**src/rtl/control_fsm.sv**
```systemverilog
// Multi-cycle control unit for the RV32I-subset datapath: walks fetch/decode/execute/
// memory/writeback, drives every datapath select and enable, counts retired instructions.
module control_fsm #(
    parameter int MEM_WAIT = 0,
    parameter int CNT_W    = 16
) (
    input  logic             clk,
    input  logic             reset,
    input  logic [31:0]      instr,
    input  logic [3:0]       status,
    output logic             pcsrc,
    output logic             pc_we,
    output logic             alusrc,
    output logic [3:0]       aluop,
    output logic             mrw,
    output logic             wb,
    output logic             regrw,
    output logic [1:0]       immgen_ctrl,
    output logic [2:0]       state,
    output logic             illegal,
    output logic [CNT_W-1:0] retire_cnt
);
    typedef enum logic [2:0] {
        S_FETCH  = 3'd0,
        S_DECODE = 3'd1,
        S_EXEC   = 3'd2,
        S_MEM    = 3'd3,
        S_WBACK  = 3'd4,
        S_HALT   = 3'd7
    } state_t;

    localparam logic [6:0] OP_R      = 7'b0110011;
    localparam logic [6:0] OP_IALU   = 7'b0010011;
    localparam logic [6:0] OP_LOAD   = 7'b0000011;
    localparam logic [6:0] OP_STORE  = 7'b0100011;
    localparam logic [6:0] OP_BRANCH = 7'b1100011;
    localparam logic [3:0] WAIT_INIT = 4'(MEM_WAIT);

    state_t           state_q, state_d;
    logic [31:0]      ir_q, ir_d;
    logic [3:0]       wait_q, wait_d;
    logic [CNT_W-1:0] retire_q, retire_d;

    logic [6:0] opcode;
    logic [2:0] funct3;
    logic       is_r, is_ialu, is_load, is_store, is_branch;
    logic       br_legal, br_taken, mem_done, in_datapath;
    logic       unused_bits;

    assign opcode      = ir_q[6:0];
    assign funct3      = ir_q[14:12];
    assign is_r        = (opcode == OP_R);
    assign is_ialu     = (opcode == OP_IALU);
    assign is_load     = (opcode == OP_LOAD);
    assign is_store    = (opcode == OP_STORE);
    assign is_branch   = (opcode == OP_BRANCH);
    assign mem_done    = (wait_q == 4'd0);
    assign in_datapath = (state_q == S_EXEC) || (state_q == S_MEM) || (state_q == S_WBACK);
    assign unused_bits = ^{ir_q[31], ir_q[29:15], ir_q[11:7], status[1]};

    // Branches are resolved from the flags of rs1 - rs2; only these four compares are supported.
    always_comb begin
        br_legal = 1'b1;
        br_taken = 1'b0;
        case (funct3)
            3'b000:  br_taken = status[2];
            3'b001:  br_taken = !status[2];
            3'b100:  br_taken = status[3] ^ status[0];
            3'b101:  br_taken = !(status[3] ^ status[0]);
            default: br_legal = 1'b0;
        endcase
    end

    always_comb begin
        state_d  = state_q;
        ir_d     = ir_q;
        wait_d   = wait_q;
        retire_d = retire_q;
        case (state_q)
            S_FETCH: state_d = S_DECODE;
            S_DECODE: begin
                ir_d = instr;
                case (instr[6:0])
                    OP_R, OP_IALU, OP_LOAD, OP_STORE, OP_BRANCH: state_d = S_EXEC;
                    default:                                     state_d = S_HALT;
                endcase
            end
            S_EXEC: begin
                if (is_branch) begin
                    if (br_legal) begin
                        retire_d = retire_q + CNT_W'(1);
                        state_d  = S_FETCH;
                    end else begin
                        state_d = S_HALT;
                    end
                end else if (is_load || is_store) begin
                    wait_d  = WAIT_INIT;
                    state_d = S_MEM;
                end else begin
                    state_d = S_WBACK;
                end
            end
            S_MEM: begin
                if (!mem_done) begin
                    wait_d = wait_q - 4'd1;
                end else if (is_store) begin
                    retire_d = retire_q + CNT_W'(1);
                    state_d  = S_FETCH;
                end else begin
                    state_d = S_WBACK;
                end
            end
            S_WBACK: begin
                retire_d = retire_q + CNT_W'(1);
                state_d  = S_FETCH;
            end
            S_HALT:  state_d = S_HALT;
            default: state_d = S_HALT;
        endcase
    end

    always_ff @(posedge clk or posedge reset) begin
        if (reset) begin
            state_q  <= S_FETCH;
            ir_q     <= '0;
            wait_q   <= '0;
            retire_q <= '0;
        end else begin
            state_q  <= state_d;
            ir_q     <= ir_d;
            wait_q   <= wait_d;
            retire_q <= retire_d;
        end
    end

    // Datapath selects come from the latched instruction; PC update is Mealy on the exit cycle.
    always_comb begin
        pcsrc       = 1'b0;
        pc_we       = 1'b0;
        alusrc      = 1'b0;
        aluop       = 4'b0000;
        mrw         = 1'b0;
        wb          = 1'b0;
        regrw       = 1'b0;
        immgen_ctrl = 2'b00;
        if (in_datapath) begin
            if (is_r) begin
                aluop = {ir_q[30], funct3};
                wb    = 1'b1;
            end else if (is_ialu) begin
                aluop  = (funct3 == 3'b101 && ir_q[30]) ? 4'b1101 : {1'b0, funct3};
                alusrc = 1'b1;
                wb     = 1'b1;
            end else if (is_load) begin
                alusrc = 1'b1;
            end else if (is_store) begin
                alusrc      = 1'b1;
                immgen_ctrl = 2'b01;
            end else if (is_branch) begin
                aluop       = 4'b1000;
                immgen_ctrl = 2'b10;
            end
        end
        if (state_q == S_EXEC && is_branch && br_legal) begin
            pc_we = 1'b1;
            pcsrc = br_taken;
        end
        if (state_q == S_MEM && is_store) begin
            mrw   = 1'b1;
            pc_we = mem_done;
        end
        if (state_q == S_WBACK) begin
            regrw = 1'b1;
            pc_we = 1'b1;
        end
    end

    assign state      = state_q;
    assign illegal    = (state_q == S_HALT);
    assign retire_cnt = retire_q;
endmodule

```
**config.mk**
```make
export PLATFORM = sky130hd
export DESIGN_NAME = control_fsm
export DESIGN_NICKNAME = d
export VERILOG_FILES = /design/src/rtl/control_fsm.sv
export SDC_FILE = /design/constraint.sdc
export NUM_CORES = 1
export LEC_CHECK = 0
export ABC_CLOCK_PERIOD_IN_PS = 2080
export BUFFER_PORTS_ARGS = -buffer_cell sky130_fd_sc_hd__buf_2
export CAP_MARGIN = 20
export CORE_MARGIN = 3
export CORE_UTILIZATION = 50
export CTS_BUF_LIST = sky130_fd_sc_hd__clkbuf_8
export DETAILED_ROUTE_END_ITERATION = 8
export PLACE_DENSITY = 0.91
export SYNTH_ARGS = -nofsm -noshare
export SYNTH_HDL_FRONTEND = slang
export SYNTH_SLANG_ARGS = --single-unit
```
**constraint.sdc**
```tcl
create_clock -name clk -period 2.08 [get_ports clk]
set_clock_uncertainty 0.05 [all_clocks]
set_input_delay 0.416 -clock clk [delete_from_list [all_inputs] [get_ports clk]]
set_output_delay 0.416 -clock clk [all_outputs]
set_load 0.01 [all_outputs]
```
==> results of run 1 <==
[cells in the mapped netlist (2+ instances only)]
cell type	instances	area, um2
dfrtp_1	34	851
nand2_1	15	56.3
nor2_1	15	56.3
mux2_2	10	113
xnor2_1	10	87.6
xor2_1	10	87.6
inv_1	8	30.0
nand3_1	8	40.0
a21oi_1	6	30.0
nor3_1	6	30.0
and3_1	5	31.3
nand4_1	4	25.0
nor2b_1	4	25.0
and2_1	3	18.8
ha_1	3	37.5
nor3b_1	3	22.5
o21ai_0	3	15.0
or3b_4	3	33.8
a21boi_0	2	15.0
buf_2	2	10.0
buf_4	2	15.0
nor4_1	2	12.5
o21ai_1	2	10.0
[per-stage QoR]
| step | area [um2] | hold WS, ps | setup WS [ps] | power (mW) |
|---|---|---|---|---|
| 2_1_floorplan | 1820 | 422 | 13.7 | 0.688 |
| 3_3_place_gp | 2160 | 421 | 79.0 | 0.708 |
| 3_5_place_dp | 2160 | 427 | 30.9 | 0.709 |
| 4_1_cts | 2420 | 171 | -146 | 1.27 |
| 5_1_grt | 2490 | 206 | -196 | 1.31 |
| 6_report | 2490 | 159 | -142 | 1.26 |
[registers in the layout, indices dropped and copies added (netlist names)]
name        flops
ir_q           11
retire_cnt     16
wait_q          4
state           3
[routing by layer]
layer / GRT usage, % / vias up / part of all wire [%]
met1: 26.0 / 791 / 42
met5: 0 / - / 0
met2: 35.9 / 40 / 53
met3: 5.61 / 3 / 4.7
met4: 3.81 / 0 / 0.63
li1: - / 753 / -
[what timing repair did]
item	4_1_cts	5_1_grt
gates resized for setup	16	11
hold endpoints to repair	0	0
pin swaps	11	6
setup endpoints to repair	8	17
setup buffers	10	4
[cell type report]
class,instances,area share [%]
Clock buffer,8,4.42
Inverter,9,1.36
Multi-Input combinational cell,129,40.5
Sequential cell,34,34.1
Tap cell,46,2.31
Timing Repair Buffer,70,17.3
[worst min-delay path, stage by stage]
cell and delay (ps):
buf_2 90, inv_1 40, buf_4 370
[cell families (layout without fill, tap and decap cells)]
| group | Yosys count | in the layout | share of synthesized area, % |
|---|---|---|---|
| AO/OA/AOI/OAI | 23 | 23 | 10.1 |
| adder cells (fa/ha/maj) | 3 | 3 | 2.07 |
| flip-flops | 34 | 34 | 46.9 |
| AND/OR/NAND/NOR | 73 | 73 | 21.8 |
| XOR/XNOR | 20 | 20 | 9.65 |
| buffers and inverters | 13 | 87 | 3.24 |
| multiplexers | 10 | 10 | 6.21 |
[power by group]
group / total [mW] / internal [mW] / leakage (nW) / switching, mW
Clock: 0.563 / 0.334 / 0.0575 / 0.229
Sequential: 0.661 / 0.661 / 0.454 / 0
Combinational: 0.0350 / 0.0145 / 0.796 / 0.0205
Total: 1.26 / 1.01 / 1.31 / 0.250
[path summary, 6_finish.rpt]
check | start | end | cells past startpoint
hold reg to reg | retire_cnt[15] | retire_cnt[15] | 1
max in group asynchronous | reset | ir_q[0] | 3
hold / removal | reset | ir_q[6] | 3
min in group clk | instr[12] | ir_q[12] | 2
setup / recovery | wait_q[1] | pc_we | 7
setup reg to reg | wait_q[1] | retire_cnt[11] | 9
==> summary.md, run 1 <==
| Metric | Value |
|---|---|
| Status | `complete, but fails checks` |
| Failing checks | `setup timing` |
| Die area | `about 4400 um2` |
| Clk buf depth | `2` |
| Fin crit share | `107%` |
| Commonest non-fill, non-tap cell in the layout | `buf_2` |
| Clk root buf | `clkbuf_8` |
| Crit path buf inv count | `3` |
| Top delay family on crit path | `flip-flops` |
| Post-synthesis sequential area ratio | `46.9%` |
| Fin nets | `290` |
| Die Y | `about 66 um` |
| Syn nets | `approximately 220` |
| Initial antenna violation count | `0` |
| Final max-slew violation count | `0` |
| H-tree depth | `2` |
| TritonCTS clock tree | `done` |
| CORE AREA | `between 3000 and 4000 um2` |
| Post-synth ARST share | `100%` |
| Vias | `1587` |
| Synth warn | `0` |
| Drt via density | `5.36` |
| Synth Register Bits | `34` |
| Critical path endpoint category | `primary output` |
| Slew @ Worst Pin | `between 500 and 600 ps` |
| Synth Flop Type | `dfrtp_1` |
| Routed length per instance | `about 15 um` |
| Count of different cell masters after synthesis | `39` |
| ANT nets after route | `0` |
| # diodes | `0` |
| GR Overflow Total | `0` |
| CTS buffer count | `5` |
| Setup total negative slack | `-387 ps` |
| Final setup violation count | `6` |
| Reg area | `around 850 um2` |
| Synthesized instance count | `between 150 and 200` |
| Die width | `approximately 66 um` |
| Leakage power | `approximately 1.3 nW` |
| R2R setup slack | `~50 ps` |
| Most frequent cells in the layout | `buf_2 (44), dfrtp_1 (34), buf_4 (22)` |
| Clock Latency Late Sink | `290 ps` |
| Crit path cell chain | `inv_2 -> ha_4 -> or3b_4 -> o211ai_4 -> o21ai_4 -> inv_2 -> buf_6` |
| RSZ-0062 raised after global routing | `true` |
| Fin crit period | `2220 ps` |
| Crit path largest cell delay | `approximately 400 ps` |
| Layout Utilization | `around 73%` |
| Max_cap viols | `0` |
| Clock Sinks | `34` |
| First DRT Iteration DRCs | `around 90` |
| Worst-path clk slew | `approximately 70 ps` |
| I/O pin count | `70` |
| Starting Density | `a little over half` |
| Setup WS post-layout | `-142 ps` |
| Worst path required time | `roughly 1600 ps` |
| CP Launch Type | `flip-flop` |
| Mapped Area | `about 1800 um2` |
| FP Rows | `21` |
| Cts hold-fix bufs | `0` |
| Total GRT Usage | `about a fifth` |
| Finished Layout Cells | `approximately 300` |
| Critical Path Fanout Max | `2` |
| Area of the multi-input gates | `about 1000 um2` |
| GPL Wtd Cong | `~0.86` |
| Proportion of layout cells with a drive suffix above 1 | `between 40% and 50%` |
| Hold Vio Cnt, Final | `0` |
| DP HPWL | `slightly below 3000 um` |
| Worst path most repeated cell | `inv_2` |
| Area growth, synth to finish | `37.4%` |
| Synthesized area per cell | `roughly 10 um2` |
| First-pass GRT wire length | `just under 7000 um` |
| FILL cells | `approximately 230` |
| Placed cells | `~280` |
| Post-synth EDFFs | `0` |
| DRC Markers | `0` |
| Arrival @ worst endpoint | `approximately 1800 ps` |
| Crit path max-delay cell type | `dfrtp_1` |
| Min-Delay Path Class | `primary input to async pin` |
| Drt pass-1 iters | `4` |
| Fmax | `~0.45 GHz` |
| PwrDens | `505 nW/um2` |
| CP Class | `flip-flop to primary output` |
| VDD IR max | `0.000485 V` |
| Vias in the first global route | `1511` |
| Largest net degree at the start of global routing | `35` |
| Drt total wl | `approximately 4400 um` |
| Slew headroom | `between 60% and 70%` |
| Port Buffers | `between 40 and 50` |
No activity file was read; power rests on OpenSTA's default activity.
==> inputs of run 2 (changes only) <==
--- a/config.mk
+++ b/config.mk
@@ -8,7 +8,6 @@
 export ABC_CLOCK_PERIOD_IN_PS = 2080
 export BUFFER_PORTS_ARGS = -buffer_cell sky130_fd_sc_hd__buf_2
 export CAP_MARGIN = 20
-export CORE_MARGIN = 3
 export CORE_UTILIZATION = 50
 export CTS_BUF_LIST = sky130_fd_sc_hd__clkbuf_8
 export DETAILED_ROUTE_END_ITERATION = 8
==> constraint.sdc (replaced) <==
create_clock -name clk -period 2.08 [get_ports clk]
set_clock_uncertainty 0.05 [all_clocks]
set_input_delay 0.416 -clock clk [delete_from_list [all_inputs] [get_ports clk]]
set_output_delay 0.416 -clock clk [all_outputs]
set_load 0.05 [all_outputs]
==> summary.md, run 2 (synthesis results as in run 1) <==
| Metric | Value |
|---|---|
| Vias in the first global route | `between 1500 and 2000` |
| Drt total wl | `5160 um` |
| PwrDens | `approximately 430 nW/um2` |
| RSZ-0062 raised after global routing | `true` |
| First-pass GRT wire length | `around 8100 um` |
| Fin crit period | `approximately 2300 ps` |
| Area of the multi-input gates | `about 1100 um2` |
| Fin Hold WS | `around 150 ps` |
| WP depth | `7` |
| Vias | `~1700` |
| VDD IR max | `between 0.0004 and 0.0005 V` |
| Clock Latency Late Sink | `280 ps` |
| Clk root buf | `clkbuf_8` |
| Top delay family on crit path | `flip-flops` |
| DP HPWL | `a little under 3000 um` |
| Crit path cell chain | `inv_2 -> ha_4 -> or3b_4 -> o211ai_4 -> o21ai_4 -> inv_2 -> buf_8` |
| Most frequent cells in the layout | `buf_2 (36), buf_4 (36), dfrtp_1 (32)` |
| R2R setup slack | `-100 ps` |
| Proportion of layout cells with a drive suffix above 1 | `53.7%` |
| Final setup violation count | `11` |
| Reg-to-Reg End | `wait_q[2]` |
| Status | `complete, but fails checks` |
| Arrival @ worst endpoint | `1800 ps` |
| Reg-to-Reg Start | `wait_q[0]` |
| Slew @ Worst Pin | `around 670 ps` |
| CTS buffer count | `5` |
| FILL cells | `approximately 210` |
| Setup WS post-layout | `-189 ps` |
| Die area | `approximately 3900 um2` |
| I/O pin count | `70` |
| Area growth, synth to finish | `51.7%` |
| Crit path buf inv count | `3` |
| Leakage power | `1.39 nW` |
| Worst-path clk slew | `70 ps` |
| CP Launch Type | `flip-flop` |
| Critical Path Fanout Max | `2` |
| Drt pass-1 iters | `4` |
| Placed Area | `about 2300 um2` |
| Cts hold-fix bufs | `0` |
| Clock Sinks | `34` |
| Hold Vio Cnt, Final | `0` |
| Clk buf depth | `2` |
| Worst path required time | `1610 ps` |
| Fmax | `0.441 GHz` |
| Max_cap viols | `0` |
| First DRT Iteration DRCs | `roughly 120` |
| Crit path max-delay cell type | `dfrtp_1` |
| DRC Markers | `0` |
| GR Overflow Total | `0` |
| Final max-slew violation count | `0` |
| Failing checks | `setup timing` |
| Initial antenna violation count | `0` |
| TritonCTS clock tree | `done` |
| Worst path most repeated cell | `inv_2` |
| CORE AREA | `around 3400 um2` |
| Drt via density | `~5.4` |
| Total GRT Usage | `27.2%` |
| Fin nets | `308` |
| Worst Setup SP | `wait_q[0]` |
| Fin crit share | `109%` |
| H-tree depth | `2` |
| Die Y | `between 60 and 70 um` |
| Largest net degree at the start of global routing | `35` |
| Crit path largest cell delay | `about 410 ps` |
| FP Rows | `21` |
| ANT nets after route | `0` |
| Reg area | `853 um2` |
| Routed length per instance | `approximately 16 um` |
| Final instance area | `~2800 um2` |
| CP Class | `flip-flop to primary output` |
| Die width | `slightly above 60 um` |
| Min-Delay Path Class | `primary input to async pin` |
| Critical path endpoint category | `primary output` |
| Worst setup path end | `pc_we` |
| Starting Density | `a little over half` |
| Port Buffers | `47` |
| # diodes | `0` |
| Slew headroom | `around 55%` |
| Max reg flops | `16` |
| Cells on worst reg2reg path | `15` |
| GPL Wtd Cong | `roughly 0.84` |
[run 2: worst min-delay path: cells and delay by family]
kind	cells	cell delay [ps]
buf+inv	3	500
[run 2: power by group]
part / switching [mW] / internal, mW / leakage [nW]
registers: 0 / 0.661 / 0.454
logic: 0.0212 / 0.0145 / 0.887
clock network: 0.234 / 0.262 / 0.0524
total: 0.255 / 0.937 / 1.39
[run 2: through the flow]
stage               total power, mW  setup TNS, ps  utilization [%]  instances  setup slack [ps]
floorplan                     0.689          -2780                -        176              -487
global placement              0.709              0             67.2        283              6.07
detailed placement            0.709          -84.5             67.2        283             -18.9
CTS                            1.20           -991             77.2        308              -191
global route                   1.23          -2210             80.5        314              -241
finish                         1.19          -1200             80.5        314              -189
[run 2: metal layers]
layer / global-route usage [%] / up-vias / routed length, um
li1: - / 793 / -
met1: 31.5 / 820 / 1990
met2: 48.1 / 78 / 2710
met3: 5.88 / 20 / 261
met4: 12.5 / 0 / 189
met5: 0 / - / 0
[run 2: worst min path at each step]
| stage | from | endpoint | depth (start not counted) |
|---|---|---|---|
| after floorplan | ir_q[1] | ir_q[1] | 1 |
| after global placement | retire_cnt[15] | retire_cnt[15] | 1 |
| after detailed placement | retire_cnt[12] | retire_cnt[12] | 1 |
| after CTS | reset | retire_cnt[1] | 3 |
| after global routing | reset | retire_cnt[1] | 3 |
| final | reset | retire_cnt[1] | 3 |
[run 2: timing repair]
item / CTS / global route
gates resized for setup: 36 / 16
pin swaps: 9 / 6
endpoints found under the setup margin: 12 / 20
buffers inserted: 17 / 8
[run 2: cell type report]
| type | instances | area share, % |
|---|---|---|
| Sequential cell | 34 | 31.0 |
| Timing Repair Buffer | 88 | 23.7 |
| Inverter | 9 | 1.36 |
| Tap cell | 46 | 2.09 |
| Clock inverter | 2 | 0.318 |
| Clock buffer | 6 | 3.00 |
| Multi-Input combinational cell | 129 | 38.5 |
